<file path="src/rtl/datapath_control_unit.sv">
// Multi-cycle control unit for the register/ALU/RAM datapath.
// Fetches a 32-bit instruction at the word-indexed pc and decodes it.
// Each instruction becomes a datapath control word valid for one EXEC cycle,
// or two cycles for LOAD. ALU status is latched for later conditional branches.
module datapath_control_unit (
  input  logic        clock,
  input  logic        reset,
  input  logic [31:0] instr,
  input  logic [3:0]  status,
  output logic [63:0] pc,
  output logic [4:0]  DA,
  output logic [4:0]  SA,
  output logic [4:0]  SB,
  output logic [63:0] K,
  output logic        BS,
  output logic [4:0]  FS,
  output logic        regW,
  output logic        ramW,
  output logic        selEN,
  output logic        halted
);

  localparam logic [4:0] FS_ADD = 5'b01000;

  localparam logic [3:0] OP_RTYPE = 4'h1;
  localparam logic [3:0] OP_ITYPE = 4'h2;
  localparam logic [3:0] OP_LOAD  = 4'h3;
  localparam logic [3:0] OP_STORE = 4'h4;
  localparam logic [3:0] OP_B     = 4'h5;
  localparam logic [3:0] OP_CBZ   = 4'h6;
  localparam logic [3:0] OP_BCOND = 4'h7;
  localparam logic [3:0] OP_HALT  = 4'hF;

  typedef enum logic [1:0] {
    S_FETCH = 2'd0,
    S_EXEC  = 2'd1,
    S_MEM   = 2'd2,
    S_HALT  = 2'd3
  } state_e;

  state_e      state_q, state_d;
  logic [63:0] pc_q, pc_d;
  logic [31:0] ir_q, ir_d;
  logic [3:0]  flags_q, flags_d;

  logic [3:0]  op;
  logic [4:0]  rd, rn, rm;
  logic [63:0] simm;
  logic [3:0]  cond;
  logic        bcond_taken;
  logic        unused_carry;

  assign op   = ir_q[31:28];
  assign rd   = ir_q[27:23];
  assign rn   = ir_q[22:18];
  assign rm   = ir_q[17:13];
  assign simm = {{51{ir_q[12]}}, ir_q[12:0]};
  assign cond = ir_q[26:23];
  assign pc   = pc_q;

  // The carry flag is latched with the others, but no branch condition tests it.
  assign unused_carry = flags_q[2];

  // Evaluate the branch condition against the flags latched from the last R/I op.
  always_comb begin
    bcond_taken = 1'b0;
    case (cond)
      4'd0:    bcond_taken = flags_q[0];
      4'd1:    bcond_taken = ~flags_q[0];
      4'd2:    bcond_taken = flags_q[1] ^ flags_q[3];
      4'd3:    bcond_taken = ~(flags_q[1] ^ flags_q[3]);
      default: bcond_taken = 1'b0;
    endcase
  end

  // State, pc, instruction and flag registers; reset aborts any in-flight instruction.
  always_ff @(posedge clock or posedge reset) begin
    if (reset) begin
      state_q <= S_FETCH;
      pc_q    <= '0;
      ir_q    <= '0;
      flags_q <= '0;
    end else begin
      state_q <= state_d;
      pc_q    <= pc_d;
      ir_q    <= ir_d;
      flags_q <= flags_d;
    end
  end

  // Next-state logic, including the pc, IR and flag updates.
  always_comb begin
    state_d = state_q;
    pc_d    = pc_q;
    ir_d    = ir_q;
    flags_d = flags_q;
    case (state_q)
      S_FETCH: begin
        ir_d    = instr;
        state_d = S_EXEC;
      end
      S_EXEC: begin
        state_d = S_FETCH;
        pc_d    = pc_q + 64'd1;
        case (op)
          OP_RTYPE, OP_ITYPE: flags_d = status;
          OP_LOAD: begin
            state_d = S_MEM;
            pc_d    = pc_q;
          end
          OP_B:     pc_d = pc_q + simm;
          OP_CBZ:   if (status[0]) pc_d = pc_q + simm;
          OP_BCOND: if (bcond_taken) pc_d = pc_q + simm;
          OP_HALT: begin
            state_d = S_HALT;
            pc_d    = pc_q;
          end
          default: ;
        endcase
      end
      S_MEM: begin
        state_d = S_FETCH;
        pc_d    = pc_q + 64'd1;
      end
      default: ;
    endcase
  end

  // Control word, decoded combinationally from the current state and IR.
  always_comb begin
    DA     = '0;
    SA     = '0;
    SB     = '0;
    K      = '0;
    BS     = 1'b0;
    FS     = '0;
    regW   = 1'b0;
    ramW   = 1'b0;
    selEN  = 1'b0;
    halted = (state_q == S_HALT);
    case (state_q)
      S_EXEC: begin
        case (op)
          OP_RTYPE: begin
            DA    = rd;
            SA    = rn;
            SB    = rm;
            FS    = ir_q[4:0];
            selEN = 1'b1;
            regW  = 1'b1;
          end
          OP_ITYPE: begin
            DA    = rd;
            SA    = rn;
            FS    = ir_q[17:13];
            K     = simm;
            BS    = 1'b1;
            selEN = 1'b1;
            regW  = 1'b1;
          end
          OP_LOAD: begin
            DA = rd;
            SA = rn;
            FS = FS_ADD;
            K  = simm;
            BS = 1'b1;
          end
          OP_STORE: begin
            SA   = rn;
            SB   = rd;
            FS   = FS_ADD;
            K    = simm;
            BS   = 1'b1;
            ramW = 1'b1;
          end
          OP_CBZ: begin
            SA = rd;
            FS = FS_ADD;
            BS = 1'b1;
          end
          default: ;
        endcase
      end
      // The address is held from EXEC so that the registered RAM data can be written back.
      S_MEM: begin
        DA   = rd;
        SA   = rn;
        FS   = FS_ADD;
        K    = simm;
        BS   = 1'b1;
        regW = 1'b1;
      end
      default: ;
    endcase
  end

endmodule

</file>
<file path="config.mk">
export PLATFORM = sky130hd
export DESIGN_NAME = datapath_control_unit
export DESIGN_NICKNAME = d
export VERILOG_FILES = /design/src/rtl/datapath_control_unit.sv
export SDC_FILE = /design/constraint.sdc
export NUM_CORES = 1
export LEC_CHECK = 0
export ABC_AREA = 1
export CORE_MARGIN = 10
export CORE_UTILIZATION = 30
export CTS_CLUSTER_DIAMETER = 120
export DETAILED_ROUTE_END_ITERATION = 16
export GPL_TIMING_DRIVEN = 0
export PLACE_DENSITY_LB_ADDON = 0.2
export SETUP_SLACK_MARGIN = 0.5
export SYNTH_ARGS = -nofsm -noshare
export SYNTH_HDL_FRONTEND = slang
export SYNTH_SLANG_ARGS = --single-unit
</file>
<file path="constraint.sdc">
create_clock -name clock -period 14.45 [get_ports clock]
set_input_delay 2.89 -clock clock [delete_from_list [all_inputs] [get_ports clock]]
set_output_delay 2.89 -clock clock [all_outputs]
set_load 0.03 [all_outputs]
</file>
==> flow_summary_export.csv, run 1 <==
group,metric,value,unit
synth,synth_simple_gate_area_share,0.4338,
synth,synth_edf_count,0,
sta,slew_viol_final,0,
synth,postSynthCellCount,2364,
sta,rsz_0062_raised_after_global_routing,"no",
grt,number_of_global_route_vias_before_repair,15630,
synth,synth_xor_xnor_area_share,0.01992,
synth,synth_top_family_by_area,"simple AND/OR/NAND/NOR gates",
floorplanning,core-area,0.04327,mm²
sta,final_clock_skew,0.01871,ns
synth,synthDominantCellAreaShare,0.2191,
clocking,ctsResizeCount,0,
setup_path,worst_path_max_delay_cell,"sky130_fd_sc_hd__clkdlybuf4s50_1",
job,timing.max_cap.violations,0,
sta,timing.final.crit_share,0.4376,
placed_design,placement.io_buffers,189,
synth,synth_common_cells,"770 x sky130_fd_sc_hd__nand2_1, 415 x sky130_fd_sc_hd__inv_1, 260 x sky130_fd_sc_hd__nor2_1",
synth,synthDistinctLibCells,47,
grt,grt_usage,0.2418,
synth,yosys.area_share.adder,0.06698,
sta,setup_violations,0,
floorplanning,placement_rows,76,
placed_design,routabilityCongestion,1.013,
cells_and_area,areaGrowthSynthToFinish,22.84,%
synth,post-synth-top-count-cell,"sky130_fd_sc_hd__nand2_1",
grt,grt.overflow.total,0,
floorplanning,floorplan.die.height,229.7,µm
setup_path,cp.required,11.56,ns
clocking,number_of_buffers_created_by_cts,9,
synth,synth-seq-cells,101,
setup_path,timing.critical_path.fanout_max,19,
setup_path,crit_chain,"inv_1, ha_1, clkbuf_1, a21oi_1, nor3_2, buf_6, buf_6, buf_4, clkdlybuf4s50_1",
sta,max-slew-margin-rel,0.4438,
floorplanning,initial_utilization,0.3048,
clocking,cts_tree,"yes",
setup_path,timing.critical_path.mode_cell,"sky130_fd_sc_hd__buf_6",
placed_design,hpwl,55040,µm
clocking,htree_num_levels,3,
synth,async_flop_share,1.000,
clocking,worst_skew_late_latency,0.40,ns
synth,sequential_fraction_of_the_synthesis_area,0.1916,
setup_path,critical_path_class,"flip-flop to output port",
sta,report.final.hold_viol_count,0,
cells_and_area,post-route-util,0.3745,
floorplanning,boundaryPins,191,
setup_path,worst-endpoint-arrival,3.43,ns
synth,synth_top_cell_by_area,"sky130_fd_sc_hd__nand2_1",
drt,route.vias.total,16100,
sta,setup_total_negative_slack,0,ns
floorplanning,chipWidth,229.7,µm
cells_and_area,layout-drive-gt1-share,0.05983,
drt,first_pass_iters,6,
grt,number_of_antenna_violations_at_the_first_check_in_global_routing,0,
setup_path,ff2ff_setup_slack,11.22,ns
synth,synthMuxAreaShare,0.0008538,
drt,routed_via_density,5.097,
clocking,post-cts-setup-buffers,0,
drt,detail_route.wirelength,65400,µm
synth,netlist_area,0.01319,mm²
synth,synthesis.area_per_instance,5.579,µm²
sta,fmaxAchievable,158.2,MHz
grt,grt_start_max_net_pins,64,
sta,slew_at_the_pin_closest_to_its_max_slew_limit,0.8343,ns
clocking,buffer_type_at_the_clock_tree_root,"sky130_fd_sc_hd__clkbuf_16",
clocking,clkSinkCount,101,
synth,synth_ff_type,"sky130_fd_sc_hd__dfrtp_1",
synth,ys_top_cells_by_area,"sky130_fd_sc_hd__nand2_1 22%, sky130_fd_sc_hd__dfrtp_1 19%, sky130_fd_sc_hd__inv_1 12%",
setup_path,critical-path-max-stage-delay,0.70,ns
drt,post_drt_wl_per_cell,20.70,µm
drt,drc_errors,0,
synth,compound_cell_area_share_of_the_yosys_netlist,0.1221,
clocking,maximum_clock_path_buffer_count,2,
cells_and_area,diodes,0,
drt,antenna_violating_nets_post_route,0,
synth,mappedNetlistNets,2472,
setup_path,startpoint_types,"flip-flop",
setup_path,worstSetupEndpointType,"output port",
hold_path,holdCritPathClass,"flip-flop to flip-flop",
synth,yosysWarnings,0,
clocking,clk_transition_reported_paths,0.07,ns
floorplanning,die_area,0.05275,mm²
status,outcome,"completed",
clocking,cts_hold_buf,0,
drt,drt_iter0_markers,1449,
sta,fin_crit,6.323,ns
cells_and_area,final_stage_net_count,2677,
grt,grt_pass1_wl,96710,µm
per-layer routing:
metal	GRT usage	wire length [µm]	vias up
li1	-	-	7822
met3	0.05405	5901	122
met4	0.1074	2845	0
met2	0.3844	28820	727
met5	0	0	-
met1	0.3077	27830	7431
final cells by class:
class	instances	area (µm²)
inverter	425	1598
multi-input combinational	1749	8494
clock buffer	9	225.2
clock inverter	7	73.82
sequential	101	2529
tap	585	732.0
fill	4864	27060
timing repair buffer	194	1973
buffer	89	576.8
cells in the final DEF (no fill, tap or decap), types with 11 or more instances in the layout:
cell | netlist | layout
sky130_fd_sc_hd__buf_2 | 11 | 11
sky130_fd_sc_hd__nor2_2 | 11 | 11
sky130_fd_sc_hd__inv_1 | 415 | 414
sky130_fd_sc_hd__nor3_1 | 60 | 59
sky130_fd_sc_hd__nand2_1 | 770 | 770
sky130_fd_sc_hd__o21ai_0 | 91 | 91
sky130_fd_sc_hd__a21oi_1 | 136 | 136
sky130_fd_sc_hd__o21bai_1 | 13 | 13
sky130_fd_sc_hd__clkbuf_1 | 20 | 20
sky130_fd_sc_hd__buf_4 | 55 | 55
sky130_fd_sc_hd__nand4_1 | 51 | 51
sky130_fd_sc_hd__clkdlybuf4s50_1 | 0 | 189
sky130_fd_sc_hd__xor2_1 | 25 | 25
sky130_fd_sc_hd__o22ai_1 | 15 | 15
sky130_fd_sc_hd__dfrtp_1 | 101 | 100
sky130_fd_sc_hd__nand3_1 | 149 | 149
sky130_fd_sc_hd__nor2_1 | 260 | 260
sky130_fd_sc_hd__ha_1 | 69 | 69
sky130_fd_sc_hd__nand3b_1 | 13 | 13
sky130_fd_sc_hd__o21ai_1 | 11 | 11
worst max-delay path, delay by kind of cell, from the launching register on:
kind / cells / cell delay (ns)
buf+inv: 6 / 1.71
simple gates: 1 / 0.46
flops: 1 / 0.42
compound gates: 1 / 0.24
fa+ha+maj: 1 / 0.22
sequential cells by signal (all words and copies together), names as in the netlist:
| name | flops |
|---|---|
| ir_q | 32 |
| pc | 64 |
| state_q | 2 |
| flags_q | 3 |
per-stage QoR:
step	instance area, µm²	std cells	hold WS [ns]	setup slack, ns
finish	16200	3159	0.5088	8.127
global route	16200	3159	0.5380	7.897
CTS	16200	3159	0.5094	8.081
detailed placement	15900	3143	0.4907	8.529
global placement	15810	3138	0.4885	4.745
floorplan	13190	2364	0.4679	6.429
kinds of logic (layout without fill, tap and decap cells):
group,Yosys count,count (layout)
XOR/XNOR,30,30
flip-flops,101,101
buffers and inverters,514,724
AND/OR/NAND/NOR,1352,1352
multiplexers,1,1
AO/OA/AOI/OAI,296,296
adder cells (fa/ha/maj),70,70
worst paths after layout:
| check | startpoint | to | cells after the start |
|---|---|---|---|
| min reg2reg | flags_q[3] | flags_q[3] | 2 |
| max in group asynchronous | reset | pc[15] | 3 |
| max | state_q[1] | K[27] | 9 |
| min | flags_q[3] | flags_q[3] | 2 |
| max reg2reg | pc[0] | pc[46] | 16 |
| min in group asynchronous | reset | pc[58] | 2 |
Power of run 1 is not shown: default switching activity piles up to over one toggle a cycle in this logic, so the estimate is an artifact.
==> run 2, diff against run 1 <==
clock period = 5.3 ns   (was 14.45 ns; I/O delays follow)
==> run 2 against run 1 <==
Effect of this change:
- largest cell class unchanged
- critical path depth is 1 lower
- hold slack worse by 0.0047 ns
- sequential share of layout area about the same
- core utilization barely moved
- routed wire length fell by 0.24%
- clock skew is 0.00084 ns higher
==> flow_summary_export.csv, run 2 (synthesis results as in run 1) <==
group,metric,value,unit
hold_path,number_of_instances_on_the_worst_hold_path,2,
drt,drt_iter0_markers,1421,
placed_design,hpwl,54910,µm
cells_and_area,fillers,4844,
drt,routed_via_density,5.020,
floorplanning,initial_utilization,0.3048,
clocking,clkSinkCount,101,
sta,rsz_0062_raised_after_global_routing,"no",
sta,timing.final.crit_share,0.8377,
floorplanning,floorplan.die.height,229.7,µm
sta,report.final.hold_viol_count,0,
floorplanning,core-area,0.04327,mm²
cells_and_area,final_cell_count_no_fill,3160,
clocking,ctsResizeCount,0,
setup_path,crit_path_end,"K[15]",
grt,number_of_global_route_vias_before_repair,15550,
setup_path,ff2ff_setup_slack,2.05,ns
job,timing.max_cap.violations,0,
cells_and_area,final_design_area_no_fill,0.01622,mm²
floorplanning,chipWidth,229.7,µm
drt,post_drt_wl_per_cell,20.65,µm
drt,detail_route.wirelength,65240,µm
grt,grt_pass1_wl,95710,µm
drt,drc_errors,0,
drt,route.vias.total,15860,
cells_and_area,diodes,0,
sta,final_clock_skew,0.01954,ns
drt,antenna_violating_nets_post_route,0,
cells_and_area,areaGrowthSynthToFinish,22.95,%
grt,grt_usage,0.2398,
setup_path,worstSetupEndpointType,"output port",
status,outcome,"completed",
sta,slew_at_the_pin_closest_to_its_max_slew_limit,0.8132,ns
setup_path,regToRegStartpoint,"ir_q[12]",
cells_and_area,leading_cell_type_in_the_layout_fill_and_taps_excluded,"sky130_fd_sc_hd__nand2_1",
clocking,buffer_type_at_the_clock_tree_root,"sky130_fd_sc_hd__clkbuf_16",
grt,number_of_antenna_violations_at_the_first_check_in_global_routing,1,
cells_and_area,final_stage_net_count,2678,
setup_path,r2r-end,"pc[31]",
sta,setup_violations,0,
setup_path,timing.critical_path.fanout_max,32,
setup_path,critical_path_class,"flip-flop to output port",
sta,slew_viol_final,0,
floorplanning,boundaryPins,191,
clocking,clk_transition_reported_paths,0.07,ns
grt,grt.overflow.total,0,
setup_path,wp_buf_inv,5,
setup_path,cp.required,4.24,ns
placed_design,placement.io_buffers,189,
floorplanning,die_area,0.05275,mm²
setup_path,path_depth,8,
cells_and_area,layout-drive-gt1-share,0.06019,
setup_path,crit_chain,"inv_1, ha_1, clkbuf_1, a21oi_1, nor3_4, buf_8, buf_4, clkdlybuf4s50_1",
cells_and_area,most-common-layout-cells,"770 x sky130_fd_sc_hd__nand2_1, 414 x sky130_fd_sc_hd__inv_1, 260 x sky130_fd_sc_hd__nor2_1, 189 x sky130_fd_sc_hd__clkdlybuf4s50_1, 149 x sky130_fd_sc_hd__nand3_1",
floorplanning,placement_rows,76,
grt,grt_start_max_net_pins,62,
setup_path,r2r.worst_path.cells,14,
placed_design,routabilityCongestion,1.005,
setup_path,worst_path_max_delay_cell,"sky130_fd_sc_hd__clkdlybuf4s50_1",
drt,first_pass_iters,5,
setup_path,startpoint_types,"flip-flop",
sta,max-slew-margin-rel,0.4578,
placed_design,placedCellCount,3141,
clocking,number_of_buffers_created_by_cts,9,
placed_design,placed_area,0.01589,mm²
sta,fmaxAchievable,225.2,MHz
clocking,cts_tree,"yes",
setup_path,crit_family,"buffers and inverters",
sta,setup_total_negative_slack,0,ns
hold_path,holdCritPathClass,"flip-flop to flip-flop",
setup_path,crit_path_start,"state_q[1]",
cells_and_area,flip_flop_count_of_the_largest_register_after_layout,64,
setup_path,critical-path-max-stage-delay,0.69,ns
clocking,htree_num_levels,3,
sta,fin_crit,4.440,ns
clocking,cts_hold_buf,0,
clocking,maximum_clock_path_buffer_count,2,
setup_path,worst-endpoint-arrival,3.38,ns
clocking,worst_skew_late_latency,0.40,ns
-- run 2: cell count changes in the layout (fill, tap and decap cells not counted), moves of 2 or more --
cell | before | now
sky130_fd_sc_hd__clkinvlp_4 | 4 | 0
sky130_fd_sc_hd__inv_6 | 1 | 3
sky130_fd_sc_hd__buf_6 | 6 | 3
sky130_fd_sc_hd__buf_4 | 55 | 57
sky130_fd_sc_hd__clkinv_8 | 0 | 2
-- run 2: worst min path at each step --
stage	start	to	slack [ns]
2_1_floorplan	flags_q[1]	flags_q[1]	0.47
3_3_place_gp	flags_q[3]	flags_q[3]	0.49
3_5_place_dp	flags_q[3]	flags_q[3]	0.49
4_1_cts	flags_q[3]	flags_q[3]	0.51
5_1_grt	flags_q[1]	flags_q[1]	0.53
6_report	flags_q[3]	flags_q[3]	0.50
-- run 2: layout make-up --
| class | count | area (µm²) | share of cell area |
|---|---|---|---|
| Multi-Input combinational cell | 1750 | 8511 | 0.5248 |
| Sequential cell | 101 | 2529 | 0.1559 |
| Timing Repair Buffer | 194 | 1969 | 0.1215 |
| Inverter | 425 | 1598 | 0.09853 |
| Tap cell | 585 | 732.0 | 0.04514 |
| Buffer | 89 | 576.8 | 0.03557 |
| Clock buffer | 9 | 225.2 | 0.01389 |
| Clock inverter | 7 | 75.07 | 0.004630 |
-- run 2: layer usage --
layer,vias to the layer above,part of all wire,wire length [µm],track usage
met5,-,0,0,0
met1,7348,0.43,28250,0.3024
li1,7826,-,-,-
met4,0,0.041,2703,0.1020
met2,580,0.45,29280,0.3878
met3,109,0.077,5011,0.05183
-- run 2: timing repair --
item                       4_1_cts  5_1_grt
setup endpoints to repair        0       31
hold endpoints to repair         0        0
buffers inserted                 0        2
-- run 2: worst reg2reg max path: stages (launching register included) --
cell and delay (ns):
sky130_fd_sc_hd__dfrtp_2 0.75, sky130_fd_sc_hd__buf_12 0.29, sky130_fd_sc_hd__ha_1 0.35, sky130_fd_sc_hd__nand2_1 0.16
sky130_fd_sc_hd__inv_1 0.05, sky130_fd_sc_hd__nand2_1 0.07, sky130_fd_sc_hd__nand2_1 0.13, sky130_fd_sc_hd__a21oi_1 0.15
sky130_fd_sc_hd__nand2_1 0.23, sky130_fd_sc_hd__nand2_1 0.13, sky130_fd_sc_hd__nand2_1 0.15, sky130_fd_sc_hd__o21ai_0 0.47
sky130_fd_sc_hd__nand2_1 0.12, sky130_fd_sc_hd__nand2_1 0.08, sky130_fd_sc_hd__nand2_1 0.05
-- run 2: through the flow --
step / hold WS (ns) / utilization / worst slack (ns)
floorplan: 0.4679 / - / 0.5649
global placement: 0.4874 / 0.3656 / -1.024
detailed placement: 0.4863 / 0.3673 / 1.015
CTS: 0.5055 / 0.3742 / 0.5697
global route: 0.5347 / 0.3748 / 0.6876
finish: 0.5041 / 0.3748 / 0.8601
Power of run 2 is left out for the same reason.
==> run 3, diff against run 2 <==
clock period = 3.84 ns   (was 5.3 ns; I/O delays follow)
==> run 3 against run 2 <==
Effect of this change:
- die area did not move
- core utilization shrank 0.37 points
- global-route usage shrank 0.30 points
- non-clock buffer count increased by 4
- first-iteration DRC count up 12%
- cell area down 0.98%
- hold slack better by 0.00092 ns
- worst setup slack worse by 0.28 ns
==> flow_summary_export.csv, run 3 (synthesis results as in run 1) <==
group,metric,value,unit
clocking,cts_tree,"yes",
sta,fin_crit,3.259,ns
floorplanning,placement_rows,76,
grt,global_route.usage.met1,0.2973,
cells_and_area,layout-drive-gt1-share,0.08689,
hold_path,min_delay_worst_endpoint,"flags_q[1]",
grt,number_of_antenna_violations_at_the_first_check_in_global_routing,0,
floorplanning,chipWidth,229.7,µm
drt,antenna_violating_nets_post_route,0,
floorplanning,initial_utilization,0.3048,
setup_path,ff2ff_setup_slack,0.71,ns
grt,global_route.usage.met2,0.3721,
floorplanning,die_area,0.05275,mm²
setup_path,worstSetupEndpointType,"output port",
hold_path,holdCritPathClass,"flip-flop to flip-flop",
cells_and_area,leading_cell_type_in_the_layout_fill_and_taps_excluded,"sky130_fd_sc_hd__nand2_1",
sta,setup_total_negative_slack,0,ns
cells_and_area,most-common-layout-cells,"769 x sky130_fd_sc_hd__nand2_1, 414 x sky130_fd_sc_hd__inv_1, 258 x sky130_fd_sc_hd__nor2_1, 149 x sky130_fd_sc_hd__nand3_1, 134 x sky130_fd_sc_hd__a21oi_1",
sta,report.final.hold_viol_count,0,
setup_path,critical_path_class,"flip-flop to output port",
drt,routed_via_density,5.068,
clocking,htree_num_levels,3,
setup_path,regToRegStartpoint,"pc[0]",
clocking,buffer_type_at_the_clock_tree_root,"sky130_fd_sc_hd__clkbuf_16",
drt,drc_errors,0,
sta,timing.final.crit_share,0.8488,
grt,grt_pass1_wl,94860,µm
setup_path,r2r-end,"pc[32]",
hold_path,min_from,"flags_q[1]",
grt,grt.overflow.total,0,
clocking,clk_transition_reported_paths,0.08,ns
cells_and_area,final_stage_net_count,2681,
drt,route.vias.total,16040,
sta,rsz_0062_raised_after_global_routing,"yes",
cells_and_area,flip_flop_count_of_the_largest_register_after_layout,64,
cells_and_area,fillers,4898,
floorplanning,boundaryPins,191,
grt,grt_usage,0.2368,
sta,slew_viol_final,0,
placed_design,hpwl,53750,µm
drt,drt_iter0_markers,1594,
drt,post_drt_wl_per_cell,20.24,µm
placed_design,post_place_setup_slack,0.1744,ns
drt,first_pass_iters,6,
setup_path,worst-endpoint-arrival,2.49,ns
sta,setup_violations,0,
floorplanning,core-area,0.04327,mm²
sta,final_clock_skew,0.02054,ns
grt,number_of_global_route_vias_before_repair,15760,
job,timing.max_cap.violations,0,
setup_path,crit_path_start,"ir_q[31]",
clocking,clkSinkCount,101,
sta,fmaxAchievable,306.8,MHz
clocking,maximum_clock_path_buffer_count,2,
clocking,number_of_buffers_created_by_cts,9,
placed_design,placement.io_buffers,189,
sta,final.setup.worst_slack,0.5807,ns
cells_and_area,post-route-util,0.3711,
grt,gr-usage-met3,0.05257,
cells_and_area,areaGrowthSynthToFinish,21.74,%
hold_path,number_of_instances_on_the_worst_hold_path,2,
floorplanning,floorplan.die.height,229.7,µm
setup_path,cp.required,3.07,ns
clocking,worst_skew_late_latency,0.40,ns
setup_path,startpoint_types,"flip-flop",
sta,slew_at_the_pin_closest_to_its_max_slew_limit,0.8456,ns
status,outcome,"completed",
grt,grt_start_max_net_pins,41,
setup_path,r2r.worst_path.cells,16,
sta,max-slew-margin-rel,0.4362,
setup_path,timing.critical_path.fanout_max,15,
placed_design,routabilityCongestion,1.029,
grt,grt_most_used_layer,"met2",
drt,detail_route.wirelength,64030,µm
-- run 3: cell types whose count changed in the layout (fill, tap and decap cells not counted), moves of 3 or more --
cell                              before  now
sky130_fd_sc_hd__clkbuf_2              0   19
sky130_fd_sc_hd__buf_12                1    4
sky130_fd_sc_hd__dlygate4sd2_1         0   26
sky130_fd_sc_hd__buf_2                11   42
sky130_fd_sc_hd__clkbuf_4              0    4
sky130_fd_sc_hd__clkdlybuf4s50_1     189  105
-- run 3: worst max path at each step --
stage / depth (start not counted) / end / slack [ns]
floorplan: 8 / K[13] / 0.51
global placement: 4 / K[40] / -0.65
detailed placement: 6 / K[31] / 0.17
global route: 11 / K[60] / 0.44
finish: 11 / K[29] / 0.58
CTS: 12 / K[31] / 0.36
-- run 3: layout make-up --
type | count | area [µm²] | share of cell area
multi-input cells | 1749 | 8536 | 0.5316
flip-flops and latches | 101 | 2534 | 0.1578
repair buffers | 198 | 1773 | 0.1104
inverters | 425 | 1600 | 0.09966
well taps | 585 | 732.0 | 0.04559
plain buffers | 89 | 581.8 | 0.03623
clock buffers | 9 | 225.2 | 0.01403
clock inverters | 7 | 72.57 | 0.004520
diodes | 1 | 2.502 | 0.0001558
-- run 3: stage by stage --
stage	std cells	hold WS, ns	area (µm²)
6_report	3164	0.5050	16060
4_1_cts	3162	0.5040	16170
2_1_floorplan	2364	0.4679	13210
3_5_place_dp	3142	0.4846	15910
5_1_grt	3163	0.5463	16050
3_3_place_gp	3138	0.4874	15830
-- run 3: what timing repair did --
item | 4_1_cts | 5_1_grt
gates resized for setup | 210 | 81
setup endpoints to repair | 88 | 67
gates cloned | 1 | 0
pin swaps | 2 | 1
buffers inserted | 3 | 1
hold buffers | 0 | 0
-- run 3: worst max-delay path, stage by stage, from the launching register on --
cell,delay (ns)
sky130_fd_sc_hd__dfrtp_1,0.42
sky130_fd_sc_hd__nor2_4,0.16
sky130_fd_sc_hd__inv_1,0.10
sky130_fd_sc_hd__nor2_4,0.12
sky130_fd_sc_hd__a21oi_2,0.05
sky130_fd_sc_hd__nand2_1,0.14
sky130_fd_sc_hd__a21oi_4,0.09
sky130_fd_sc_hd__nor3_4,0.18
sky130_fd_sc_hd__buf_4,0.16
sky130_fd_sc_hd__bufbuf_16,0.27
sky130_fd_sc_hd__buf_4,0.10
sky130_fd_sc_hd__clkdlybuf4s15_2,0.29
-- run 3: routing by layer --
layer  wire (µm)  up-vias
met1       26760     7326
met4        3479        0
met2       27870      729
li1            -     7837
met5           0        -
met3        5914      144
Power of run 3 is left out for the same reason.
